===== src/rtl/piso_serializer_pkg.sv =====
// Shared definitions for the serial output path: FSM state encoding and idle line level.
package serial_pkg;

  typedef enum logic [1:0] {
    IDLE  = 2'd0,
    SHIFT = 2'd1,
    DONE  = 2'd2
  } state_t;

  // Level the serial line rests at whenever no word is being shifted.
  localparam logic SO_IDLE = 1'b1;

endpackage


===== src/rtl/piso_serializer_if.sv =====
// Parallel-load / serial-out handshake bundle between the D-register bank and the serializer.
interface piso_serializer_if #(
  parameter int WIDTH = 8
);

  logic [WIDTH-1:0] din;
  logic             load;
  logic             ready;
  logic             so;
  logic             bit_stb;
  logic             busy;
  logic             done;

  // Upstream side: offers a word and watches the serial outputs.
  modport master (
    output din, load,
    input  ready, so, bit_stb, busy, done
  );

  // Serializer side.
  modport slave (
    input  din, load,
    output ready, so, bit_stb, busy, done
  );

endinterface


===== src/rtl/piso_serializer_div.sv =====
// Modulo-DIV bit-rate counter: marks the first and last clock of every serial bit.
module bit_rate_div #(
  parameter int DIV = 4
) (
  input  logic clk,
  input  logic rst,
  input  logic clr,
  input  logic en,
  output logic tick,
  output logic strobe
);

  localparam int DIV_W = (DIV > 1) ? $clog2(DIV) : 1;

  logic [DIV_W-1:0] count;

  assign tick   = (count == DIV_W'(DIV - 1));
  assign strobe = (count == '0);

  // Count 0..DIV-1 while enabled; clear restarts the first bit of a new word.
  always_ff @(posedge clk or posedge rst) begin
    if (rst) begin
      count <= '0;
    end else if (clr) begin
      count <= '0;
    end else if (en) begin
      count <= tick ? '0 : count + DIV_W'(1);
    end
  end

endmodule


===== src/rtl/piso_serializer.sv =====
// Parallel-in/serial-out stage: takes one word per LOAD/READY handshake and shifts it
// out on SO at DIV clocks per bit, then frames it with a one-cycle DONE pulse.
module piso_serializer
  import serial_pkg::*;
#(
  parameter int WIDTH     = 8,
  parameter int DIV       = 4,
  parameter int MSB_FIRST = 0
) (
  input logic              clk,
  input logic              rst,
  piso_serializer_if.slave bus
);

  localparam int CNT_W = $clog2(WIDTH);

  state_t           state;
  logic [WIDTH-1:0] shreg;
  logic [WIDTH-1:0] shreg_next;
  logic [CNT_W-1:0] bit_cnt;
  logic             accept;
  logic             shifting;
  logic             last_bit;
  logic             tick;
  logic             bit_start;

  // Move the next bit to transmit into the head position.
  function automatic logic [WIDTH-1:0] shift_word(input logic [WIDTH-1:0] w);
    if (MSB_FIRST != 0) begin
      return {w[WIDTH-2:0], 1'b0};
    end
    return {1'b0, w[WIDTH-1:1]};
  endfunction

  // Bit currently at the head of the word, i.e. the one driven on SO.
  function automatic logic head_bit(input logic [WIDTH-1:0] w);
    return (MSB_FIRST != 0) ? w[WIDTH-1] : w[0];
  endfunction

  assign accept     = (state == IDLE) && bus.load;
  assign shifting   = (state == SHIFT);
  assign last_bit   = (bit_cnt == CNT_W'(WIDTH - 1));
  assign shreg_next = shift_word(shreg);

  bit_rate_div #(
    .DIV (DIV)
  ) u_div (
    .clk    (clk),
    .rst    (rst),
    .clr    (accept),
    .en     (shifting),
    .tick   (tick),
    .strobe (bit_start)
  );

  // Control FSM with shift register, bit counter and all registered outputs.
  always_ff @(posedge clk or posedge rst) begin
    if (rst) begin
      state       <= IDLE;
      shreg       <= '0;
      bit_cnt     <= '0;
      bus.so      <= SO_IDLE;
      bus.ready   <= 1'b1;
      bus.busy    <= 1'b0;
      bus.done    <= 1'b0;
      bus.bit_stb <= 1'b0;
    end else begin
      bus.done    <= 1'b0;
      bus.bit_stb <= 1'b0;
      case (state)
        IDLE: begin
          if (bus.load) begin
            state       <= SHIFT;
            shreg       <= bus.din;
            bit_cnt     <= '0;
            bus.so      <= head_bit(bus.din);
            bus.bit_stb <= 1'b1;
            bus.ready   <= 1'b0;
            bus.busy    <= 1'b1;
          end
        end
        SHIFT: begin
          if (tick) begin
            if (last_bit) begin
              // Last bit has been held its full period; counters stay put until the next load.
              state    <= DONE;
              bus.so   <= SO_IDLE;
              bus.done <= 1'b1;
            end else begin
              shreg       <= shreg_next;
              bit_cnt     <= bit_cnt + CNT_W'(1);
              bus.so      <= head_bit(shreg_next);
              bus.bit_stb <= 1'b1;
            end
          end
        end
        DONE: begin
          state     <= IDLE;
          bus.ready <= 1'b1;
          bus.busy  <= 1'b0;
        end
        default: begin
          state     <= IDLE;
          bus.so    <= SO_IDLE;
          bus.ready <= 1'b1;
          bus.busy  <= 1'b0;
        end
      endcase
    end
  end

  // The registered bit strobe must coincide with the divider's bit-start count while shifting.
  assert property (@(posedge clk) disable iff (rst) shifting |-> (bus.bit_stb == bit_start));

endmodule


===== src/flat_wrapper.sv =====
// flat-port wrapper written by rule: the top's interface ports become plain ports
module piso_serializer_flat import serial_pkg::*;
#(
  parameter int WIDTH     = 8,
  parameter int DIV       = 4,
  parameter int MSB_FIRST = 0
)
  (clk, rst, bus_din, bus_load, bus_ready, bus_so, bus_bit_stb, bus_busy, bus_done);
  piso_serializer_if #(.WIDTH(WIDTH)) bus_i ();
  input logic clk;
  input logic rst;
  input wire logic [$bits(bus_i.din)-1:0] bus_din;
  input wire logic [$bits(bus_i.load)-1:0] bus_load;
  output wire logic [$bits(bus_i.ready)-1:0] bus_ready;
  output wire logic [$bits(bus_i.so)-1:0] bus_so;
  output wire logic [$bits(bus_i.bit_stb)-1:0] bus_bit_stb;
  output wire logic [$bits(bus_i.busy)-1:0] bus_busy;
  output wire logic [$bits(bus_i.done)-1:0] bus_done;
  assign bus_i.din = bus_din;
  assign bus_i.load = bus_load;
  assign bus_ready = bus_i.ready;
  assign bus_so = bus_i.so;
  assign bus_bit_stb = bus_i.bit_stb;
  assign bus_busy = bus_i.busy;
  assign bus_done = bus_i.done;
  piso_serializer #(.WIDTH(WIDTH), .DIV(DIV), .MSB_FIRST(MSB_FIRST)) u_core (.clk(clk), .rst(rst), .bus(bus_i));
endmodule

===== config.mk =====
export PLATFORM = sky130hd
export DESIGN_NAME = piso_serializer_flat
export DESIGN_NICKNAME = d
export VERILOG_FILES = /design/src/rtl/piso_serializer_pkg.sv /design/src/rtl/piso_serializer_if.sv /design/src/rtl/piso_serializer_div.sv /design/src/rtl/piso_serializer.sv /design/src/flat_wrapper.sv
export SDC_FILE = /design/constraint.sdc
export NUM_CORES = 1
export LEC_CHECK = 0
export CAP_MARGIN = 20
export CORE_MARGIN = 1
export CORE_UTILIZATION = 35
export DETAILED_ROUTE_END_ITERATION = 8
export HOLD_SLACK_MARGIN = 0.08
export SLEW_MARGIN = 5
export SYNTH_ARGS = -nofsm -noshare
export SYNTH_HDL_FRONTEND = slang
export SYNTH_HIERARCHICAL = 1
export SYNTH_SLANG_ARGS = --single-unit

===== constraint.sdc =====
create_clock -name clk -period 1.5 [get_ports clk]
set_clock_uncertainty 0.1 [all_clocks]
set_input_delay 0.225 -clock clk [delete_from_list [all_inputs] [get_ports clk]]
set_output_delay 0.225 -clock clk [all_outputs]
set_load 0.1 [all_outputs]

==> results of run 1 <==
## routing by layer
metal / share of wire [%] / global-route usage (%) / vias to the layer above
met2: 52 / 22.4 / 7
met4: 0.85 / 3.85 / 0
met1: 45 / 16.7 / 331
li1: - / - / 344
met3: 2.1 / 2.50 / 2
met5: 0 / 0 / -
## per-stage QoR
step | utilization, % | area, um^2 | power [mW]
6_report | 56.7 | 1440 | 3.27
5_1_grt | 56.7 | 1440 | 3.49
4_1_cts | 54.7 | 1390 | 3.14
3_5_place_dp | 51.5 | 1310 | 2.79
3_3_place_gp | 51.5 | 1310 | 2.75
2_1_floorplan | - | 977 | 2.16
## power by group
group | switching (mW) | internal (mW)
Clock | 0.149 | 0.0988
Sequential | 0.168 | 0.741
Combinational | 0.980 | 1.13
## synthesized netlist by cell type, drive strengths merged (2+ instances only)
library cell  number
dfstp              2
ha                 5
nand2              3
inv               11
mux2i              3
nand2b             2
buf                2
o21ai              3
nor2               8
dfrtp             17
mux2              14
## worst max-delay path, delay by kind of cell (launching register included)
kind | cells | cell delay (ps)
AOI/OAI and AO/OA | 1 | 180
adders and majority gates | 2 | 330
buffers and inverters | 2 | 190
DFF | 1 | 430
muxes | 1 | 300
## area by class of cell
class	count	area (um^2)
multi-input cells	47	472
well taps	30	37.5
clock inverters	1	5.00
repair buffers	37	380
flip-flops and latches	19	478
fillers	229	1100
inverters	11	48.8
clock buffers	3	22.5
## flip-flops by register name, indices dropped and copies added (netlist names)
name and count:
u_core/u_div/count 2, u_core/bus.done 1, u_core/bus.so 1, u_core/state 2, u_core/bit_cnt 3, u_core/shreg 7
u_core/bus.busy 1, u_core/bus.bit_stb 1, u_core/bus.ready 1
## worst paths after layout
check / end / slack [ps]
setup reg to reg: u_core/shreg[4] / -140
setup / recovery: u_core/shreg[4] / -140
max in group asynchronous: u_core/bus.so / 320
hold reg to reg: u_core/shreg[3] / 420
min in group asynchronous: u_core/u_div/count[0] / 550
hold / removal: u_core/shreg[7] / 410
## timing repair
item,CTS,global route
pin swaps,2,4
setup buffers,4,3
hold buffers,1,0
endpoints found under the setup margin,11,12
hold endpoints to repair,2,0
resized for setup,4,5
## cell families after synthesis
| logic type | after synthesis | share of synthesized area (%) |
|---|---|---|
| AO/OA/AOI/OAI | 8 | 5.56 |
| adder cells (fa/ha/maj) | 5 | 6.47 |
| buffers and inverters | 13 | 7.11 |
| flip-flops | 19 | 49.4 |
| multiplexers | 17 | 22.1 |
| AND/OR/NAND/NOR | 17 | 9.31 |
==> impl_metrics.env, run 1 <==
export IMPL_worstMarginPinSlew_ps=226
export IMPL_fin_nets=135
export IMPL_p_leak_nw=0.705
export IMPL_holdCritStartpoint="bus_din[7]"
export IMPL_finalSetupViolCount=11
export IMPL_vdd_ir_drop_worst_uv=1520
export IMPL_drive_gt1_share_pct=49.2
export IMPL_outcome="finished, violations left"
export IMPL_grt_start_max_net_pins=18
export IMPL_cts_root_buf="clkbuf_4"
export IMPL_worst_path_max_fanout=8
export IMPL_ys_flop_type="dfrtp_1"
export IMPL_yosys_area_top_type="dfrtp_1"
export IMPL_hold_violations=0
export IMPL_core_area_um2=2540
export IMPL_hp_class="in -> reg"
export IMPL_end_kind="flop"
export IMPL_yosysSeqAreaShare_pct=49.4
export IMPL_synth_top_area_share_pct=44.0
export IMPL_synth_area_um2=967
export IMPL_dp_cells=136
export IMPL_final_common_cell="buf_4"
export IMPL_fin_crit_sh_pct=110
export IMPL_power_density_nw_per_um2=2260
export IMPL_drv_cap=0
export IMPL_grt_pass1_vias=674
export IMPL_critPathArrivalTime_ps=1720
export IMPL_drt_initial_drc_count=3
export IMPL_crit_type="reg -> reg"
export IMPL_cts_tree="yes"
export IMPL_cp_start_kind="flop"
export IMPL_grt_overflow_total=0
export IMPL_min_period_ps=1640
export IMPL_async_flop_share_pct=100
export IMPL_layout_common_cells="20 x buf_4, 17 x dfrtp_1, 10 x clkdlybuf4s50_1, 8 x inv_1"
export IMPL_dieArea_um2=2980
export IMPL_ant_nets=0
export IMPL_area_growth_synth_to_final_pct=49.3
export IMPL_failed_checks="setup timing"
export IMPL_cts_path_max_buffers=2
export IMPL_avgSynthCellArea_um2=12.2
export IMPL_h_tree_depth=1
export IMPL_fmax_ghz=0.609
export IMPL_finalWorstSetupSlack_ps=-143
export IMPL_drv_slew=0
export IMPL_synth_cell_types=24
export IMPL_crit_top_cell="ha_4"
export IMPL_r2r_cells=6
export IMPL_antenna_found_initial=0
export IMPL_totalWireLength_mm=1.76
export IMPL_cp_startpoint="u_core/bit_cnt[0]"
export IMPL_clock_sinks=19
export IMPL_cpMaxStageDelayCell="dfrtp_1"
export IMPL_cts_clk_slew_worst_paths_ps=110
export IMPL_place_ws_ps=-426
export IMPL_synth_area_leaders="dfrtp_1 44%, mux2_4 11%, mux2_2 8.2%"
export IMPL_worstPathCellList="ha_4, ha_4, inv_2, a31o_1, buf_12, mux2_4"
export IMPL_synth_edff_count=0
export IMPL_r2r_start="u_core/bit_cnt[0]"
export IMPL_vias=684
export IMPL_cp_slowest_stage_delay_ps=430
export IMPL_drcViolationCount=0
export IMPL_io_pin_count=16
export IMPL_insertion_delay_ps=280
export IMPL_worst_endpoint_required_ps=1580
export IMPL_avgViaCountPerCell=4.62
export IMPL_gp_congestion=0.704
export IMPL_ys_warn_count=6
export IMPL_initial_core_util_pct=38.0
export IMPL_routedWlPerCell_um=11.9
export IMPL_grt_use_total_pct=13.1
export IMPL_synth_seq_cells=19
export IMPL_grt_setup_unrepaired="yes"
export IMPL_grt_pass1_wl_mm=2.79
export IMPL_die_x_um=54.6
export IMPL_setup_tns_ps=-1290
export IMPL_dp_hpwl_mm=1.26
export IMPL_n_antenna_cell=0
export IMPL_syn_inst=79
export IMPL_fin_cells=148
export IMPL_syn_nets=95
export IMPL_whs_ps=407
export IMPL_die_h_um=54.6
export IMPL_portBuffers=15
export IMPL_min_delay_path_depth=3
export IMPL_dr_pass1_iters=2
export IMPL_row_count=18
export IMPL_relSlewSlack_pct=84.9
export IMPL_cts_buffers=3
Note: power is estimated with default switching activity, not from simulation.
==> run 2: changes to the inputs <==
--- a/config.mk
+++ b/config.mk
@@ -7,9 +7,10 @@
 export LEC_CHECK = 0
 export CAP_MARGIN = 20
 export CORE_MARGIN = 1
-export CORE_UTILIZATION = 35
+export CORE_UTILIZATION = 55
 export DETAILED_ROUTE_END_ITERATION = 8
 export HOLD_SLACK_MARGIN = 0.08
+export PLACE_DENSITY = 0.82
 export SLEW_MARGIN = 5
 export SYNTH_ARGS = -nofsm -noshare
 export SYNTH_HDL_FRONTEND = slang
==> constraint.sdc (replaced) <==
create_clock -name clk -period 2 [get_ports clk]
set_clock_uncertainty 0.1 [all_clocks]
set_input_delay 0.3 -clock clk [delete_from_list [all_inputs] [get_ports clk]]
set_output_delay 0.3 -clock clk [all_outputs]
set_load 0.1 [all_outputs]
==> run 2 against run 1 <==
Count of clock-buffer cells in the layout rose by 1. Critical endpoint is now u_core/shreg[1]. Non-clock buffer count is 15 lower. Sequential share of layout area up 6.0 points. Critical path depth did not move. The run now ends clean. Register-to-register slack improved by 370 ps. Clock power decreased by 20%. Utilization up 21 points. Routed wire length increased by 1.5%.
==> impl_metrics.env, run 2 (synthesis gave the netlist of run 1 again) <==
export IMPL_switchingPower_uw=891
export IMPL_setup_tns_ps=0
export IMPL_cp_top_family="adder cells"
export IMPL_drv_slew=0
export IMPL_row_count=14
export IMPL_cp_buffers_inverters=2
export IMPL_avgViaCountPerCell=5.55
export IMPL_drcViolationCount=0
export IMPL_dieArea_um2=1930
export IMPL_grt_start_max_net_pins=18
export IMPL_dr_pass1_iters=6
export IMPL_finalWorstSetupSlack_ps=232
export IMPL_combPwrFrac_pct=59.4
export IMPL_vdd_ir_drop_worst_uv=935
export IMPL_min_period_ps=1770
export IMPL_ant_nets=0
export IMPL_crit_top_cell="ha_1"
export IMPL_crit_type="reg -> reg"
export IMPL_totalWireLength_mm=1.78
export IMPL_antenna_found_initial=0
export IMPL_area_growth_synth_to_final_pct=26.3
export IMPL_worst_path_max_fanout=9
export IMPL_drv_cap=0
export IMPL_die_x_um=43.9
export IMPL_hp_class="reg -> reg"
export IMPL_portBuffers=15
export IMPL_vias=661
export IMPL_fin_nets=120
export IMPL_routedWlPerCell_um=15.0
export IMPL_worstPathCellList="ha_1, ha_1, inv_1, a31o_1, buf_12, mux2_4"
export IMPL_worst_endpoint_required_ps=2090
export IMPL_die_h_um=43.9
export IMPL_netSwitchingFraction_pct=41.8
export IMPL_grt_setup_unrepaired="no"
export IMPL_gp_congestion=0.772
export IMPL_largest_registers="u_core/shreg (7), u_core/bit_cnt (3)"
export IMPL_grt_pass1_wl_mm=3.04
export IMPL_cts_root_buf="clkbuf_4"
export IMPL_initial_core_util_pct=61.3
export IMPL_dp_hpwl_mm=1.28
export IMPL_h_tree_depth=1
export IMPL_cts_path_max_buffers=2
export IMPL_insertion_delay_ps=300
export IMPL_largest_reg_flops=7
export IMPL_cts_resized=0
export IMPL_top_register="u_core/shreg"
export IMPL_p_leak_nw=0.612
export IMPL_cp_slowest_stage_delay_ps=420
export IMPL_place_ws_ps=-80.5
export IMPL_layout_common_cells="17 x dfrtp_1, 10 x clkdlybuf4s50_1, 9 x inv_1, 8 x buf_4, 8 x nor2_1"
export IMPL_cp_start_kind="flop"
export IMPL_cts_tree="yes"
export IMPL_cts_setup_buffers=0
export IMPL_n_antenna_cell=0
export IMPL_cts_buffers=3
export IMPL_relSlewSlack_pct=56.9
export IMPL_fin_crit_sh_pct=88.4
export IMPL_fmax_ghz=0.565
export IMPL_grt_use_total_pct=21.9
export IMPL_grt_pass1_vias=670
export IMPL_whs_ps=417
export IMPL_cts_clk_slew_worst_paths_ps=110
export IMPL_cpMaxStageDelayCell="dfrtp_1"
export IMPL_finalSetupViolCount=0
export IMPL_outcome="finished, final reports clean"
export IMPL_p_int_mw=1.24
export IMPL_drive_gt1_share_pct=34.0
export IMPL_drt_initial_drc_count=18
export IMPL_grt_overflow_total=0
export IMPL_end_kind="flop"
export IMPL_critPathArrivalTime_ps=1860
export IMPL_worstMarginPinSlew_ps=645
export IMPL_power_density_nw_per_um2=1750
export IMPL_io_pin_count=16
export IMPL_hold_violations=0
export IMPL_p_seq_share_pct=31.3
export IMPL_clock_sinks=19
export IMPL_p_clk_share_pct=9.3
export IMPL_holdBufCountCts=1
export IMPL_final_common_cell="dfrtp_1"
export IMPL_core_area_um2=1580
==> run 2: changes by cell type in the layout (fill, tap and decap cells not counted), sizes merged <==
cell / previous run / this run
buf: 26 / 11
clkbuf: 3 / 4
clkinv: 1 / 0
==> run 2: worst reg2reg max path: stages, from the launching register on <==
cell	delay, ps
dfrtp_1	420
ha_1	220
ha_1	200
inv_1	90
a31o_1	200
buf_12	150
mux2_4	300
==> run 2: final timing paths <==
check,cells past startpoint,from,slack [ps],to
setup / recovery,6,u_core/bit_cnt[0],230,u_core/shreg[1]
hold / removal,1,u_core/state[1],420,u_core/state[0]
setup reg to reg,6,u_core/bit_cnt[0],230,u_core/shreg[1]
hold reg to reg,1,u_core/state[1],420,u_core/state[0]
max in group asynchronous,3,rst,490,u_core/shreg[3]
min in group asynchronous,3,rst,660,u_core/u_div/count[1]
==> run 2: area by class of cell <==
cell class,instances,area [um^2]
sequential,19,478
inverter,11,46.3
fill,107,355
clock buffer,4,26.3
timing repair buffer,22,230
multi-input combinational,47,420
tap,16,20.0
==> run 2: per-stage QoR <==
stage	utilization (%)	std cells	total power, mW	area, um^2
final	77.5	119	2.13	1220
after global routing	77.5	119	2.26	1220
after CTS	77.5	119	2.15	1220
after detailed placement	75.2	114	1.95	1180
after global placement	75.2	114	1.89	1180
after floorplan	-	79	1.61	967
==> run 2: power by group through the flow <==
stage,combinational [mW],sequential (mW),clock [mW]
6_report,1.27,0.668,0.198
5_1_grt,1.36,0.684,0.216
4_1_cts,1.28,0.668,0.204
3_5_place_dp,1.27,0.674,0
3_3_place_gp,1.23,0.663,0
2_1_floorplan,0.703,0.904,0
==> run 2: layer usage <==
layer / wire length [um] / global-route usage, % / vias to the layer above
met1: 748 / 26.1 / 329
met4: 21 / 8.48 / 0
met5: 0 / 0 / -
li1: - / - / 313
met2: 957 / 39.1 / 17
met3: 55 / 3.75 / 2
==> run 3: changes to the inputs <==
--- a/config.mk
+++ b/config.mk
@@ -5,13 +5,14 @@
 export SDC_FILE = /design/constraint.sdc
 export NUM_CORES = 1
 export LEC_CHECK = 0
+export ABC_AREA = 1
 export CAP_MARGIN = 20
 export CORE_MARGIN = 1
 export CORE_UTILIZATION = 55
 export DETAILED_ROUTE_END_ITERATION = 8
 export HOLD_SLACK_MARGIN = 0.08
 export PLACE_DENSITY = 0.82
-export SLEW_MARGIN = 5
+export SLEW_MARGIN = 20
 export SYNTH_ARGS = -nofsm -noshare
 export SYNTH_HDL_FRONTEND = slang
 export SYNTH_HIERARCHICAL = 1
==> run 3 against run 2 <==
Final cell count rose by 47%. Die area rose by 2.5%. Clock power fell by 4%. Setup slack improved by 13 ps.
==> impl_metrics.env, run 3 <==
export IMPL_cts_buffers=3
export IMPL_yosys_top_cells_count="57 x nand2_1, 17 x dfrtp_1, 16 x inv_1, 16 x nor2_1, 5 x ha_1"
export IMPL_fin_crit_sh_pct=87.8
export IMPL_num_fill_cells=124
export IMPL_power_density_nw_per_um2=1430
export IMPL_initial_core_util_pct=62.2
export IMPL_vias=820
export IMPL_routedWlPerCell_um=10.4
export IMPL_io_pin_count=16
export IMPL_n_antenna_cell=0
export IMPL_core_area_um2=1590
export IMPL_worstMarginPinSlew_ps=642
export IMPL_totalWireLength_mm=1.83
export IMPL_ys_warn_count=6
export IMPL_whs_ps=390
export IMPL_avgViaCountPerCell=4.69
export IMPL_place_area_um2=1180
export IMPL_clock_sinks=19
export IMPL_worstPathCellList="ha_1, ha_1, a21oi_1, inv_1, nor2_4, nand2_1, nand2_1"
export IMPL_async_flop_share_pct=100
export IMPL_fmax_ghz=0.570
export IMPL_r2r_start="u_core/bit_cnt[0]"
export IMPL_drv_cap=0
export IMPL_end_kind="flop"
export IMPL_cts_resized=0
export IMPL_drcViolationCount=0
export IMPL_largest_registers="u_core/shreg (7), u_core/bit_cnt (3)"
export IMPL_critPathCapture="u_core/shreg[5]"
export IMPL_cp_buffers_inverters=1
export IMPL_insertion_delay_ps=300
export IMPL_r2r_slack_ps=240
export IMPL_cts_setup_buffers=0
export IMPL_setup_tns_ps=0
export IMPL_ant_nets=0
export IMPL_dr_pass1_iters=4
export IMPL_stdcell_area_um2=1210
export IMPL_area_growth_synth_to_final_pct=22.3
export IMPL_p_leak_nw=0.698
export IMPL_cts_clk_slew_worst_paths_ps=100
export IMPL_syn_inst=132
export IMPL_cts_tree="yes"
export IMPL_drv_slew=0
export IMPL_vdd_ir_drop_worst_uv=962
export IMPL_ys_flop_type="dfrtp_1"
export IMPL_syn_nets=148
export IMPL_r2r_cells=7
export IMPL_worst_endpoint_required_ps=2140
export IMPL_hold_violations=0
export IMPL_synth_cell_types=20
export IMPL_antenna_found_initial=0
export IMPL_yosysMostFrequentCell="nand2_1"
export IMPL_drt_initial_drc_count=14
export IMPL_dp_hpwl_mm=1.36
export IMPL_hp_class="reg -> reg"
export IMPL_cts_root_buf="clkbuf_4"
export IMPL_cp_slowest_stage_delay_ps=410
export IMPL_place_ws_ps=265
export IMPL_critical_path_depth=7
export IMPL_min_period_ps=1760
export IMPL_grt_pass1_vias=778
export IMPL_synth_top_area_share_pct=42.9
export IMPL_top_register="u_core/shreg"
export IMPL_final_common_cell="nand2_1"
export IMPL_h_tree_depth=1
export IMPL_cp_startpoint="u_core/bit_cnt[0]"
export IMPL_synth_edff_count=0
export IMPL_largest_reg_flops=7
export IMPL_rr_endpoint="u_core/shreg[5]"
export IMPL_holdBufCountCts=1
export IMPL_synth_area_leaders="dfrtp_1 43%, nand2_1 22%, ha_1 6.3%"
export IMPL_die_h_um=44.5
export IMPL_synth_seq_cells=19
export IMPL_synth_area_um2=992
export IMPL_crit_type="reg -> reg"
export IMPL_die_x_um=44.5
export IMPL_relSlewSlack_pct=57.2
export IMPL_grt_overflow_total=0
export IMPL_cp_start_kind="flop"
export IMPL_gp_congestion=0.760
export IMPL_yosys_area_top_type="dfrtp_1"
export IMPL_dieArea_um2=1980
export IMPL_critPathArrivalTime_ps=1890
export IMPL_portBuffers=15
export IMPL_fin_nets=168
export IMPL_worst_path_max_fanout=10
export IMPL_layout_common_cells="57 x nand2_1, 17 x dfrtp_1, 16 x nor2_1, 16 x inv_1, 10 x clkdlybuf4s50_1"
export IMPL_cpMaxStageDelayCell="dfrtp_1"
export IMPL_cp_top_family="adder cells"
export IMPL_cts_path_max_buffers=2
export IMPL_grt_use_total_pct=22.7
export IMPL_drive_gt1_share_pct=11.3
export IMPL_grt_setup_unrepaired="no"
export IMPL_grt_start_max_net_pins=18
export IMPL_final_util_pct=76.1
export IMPL_finalSetupViolCount=0
export IMPL_outcome="finished, final reports clean"
export IMPL_grt_pass1_wl_mm=3.16
export IMPL_yosysSeqAreaShare_pct=48.2
export IMPL_row_count=14
export IMPL_avgSynthCellArea_um2=7.52
export IMPL_finalWorstSetupSlack_ps=245
## run 3: metal layers
metal	vias up	GRT usage (%)	part of all wire (%)
met2	17	38.2	48
met5	-	0	0
met3	6	4.90	3.0
met1	367	26.7	46
met4	0	12.7	3.1
li1	430	-	-
## run 3: cell type report
| type | count | area [um^2] | share of cell area (%) |
|---|---|---|---|
| Tap cell | 24 | 30.0 | 2.47 |
| Inverter | 19 | 71.3 | 5.88 |
| Multi-Input combinational cell | 93 | 435 | 35.9 |
| Timing Repair Buffer | 16 | 173 | 14.2 |
| Sequential cell | 19 | 478 | 39.4 |
| Clock buffer | 4 | 26.3 | 2.16 |
## run 3: worst min-delay path by stage
stage | start | end | cells after the start
detailed placement | u_core/shreg[4] | u_core/shreg[4] | 2
finish | u_core/shreg[4] | u_core/shreg[4] | 2
global placement | u_core/shreg[5] | u_core/shreg[5] | 2
CTS | u_core/shreg[4] | u_core/shreg[4] | 2
floorplan | rst | u_core/u_div/count[0] | 1
global route | u_core/shreg[4] | u_core/shreg[4] | 2
## run 3: per-stage QoR
step,power (mW),cells
2_1_floorplan,1.32,132
3_3_place_gp,1.53,170
3_5_place_dp,1.56,170
4_1_cts,1.75,175
5_1_grt,1.88,175
6_report,1.74,175
## run 3: logic make-up (layout without fill, tap and decap cells)
group                      Yosys count  count (layout)  synth area share, %
AOI/OAI and AO/OA                    3               3                 1.51
buffers and inverters               20              39                 7.94
DFF                                 19              19                 48.2
adders and majority gates            5               5                 6.31
and+or+nand+nor                     85              85                 36.1
## run 3: report_power, final
group,switching (mW),internal (mW)
clock network,0.112,0.0777
registers,0.0976,0.534
logic,0.614,0.303
total,0.824,0.915
## run 3: worst min-delay path, cell delays in order (launching register included)
cell,delay (ps)
dfrtp_1,360
nand2_1,50
nand2_1,50
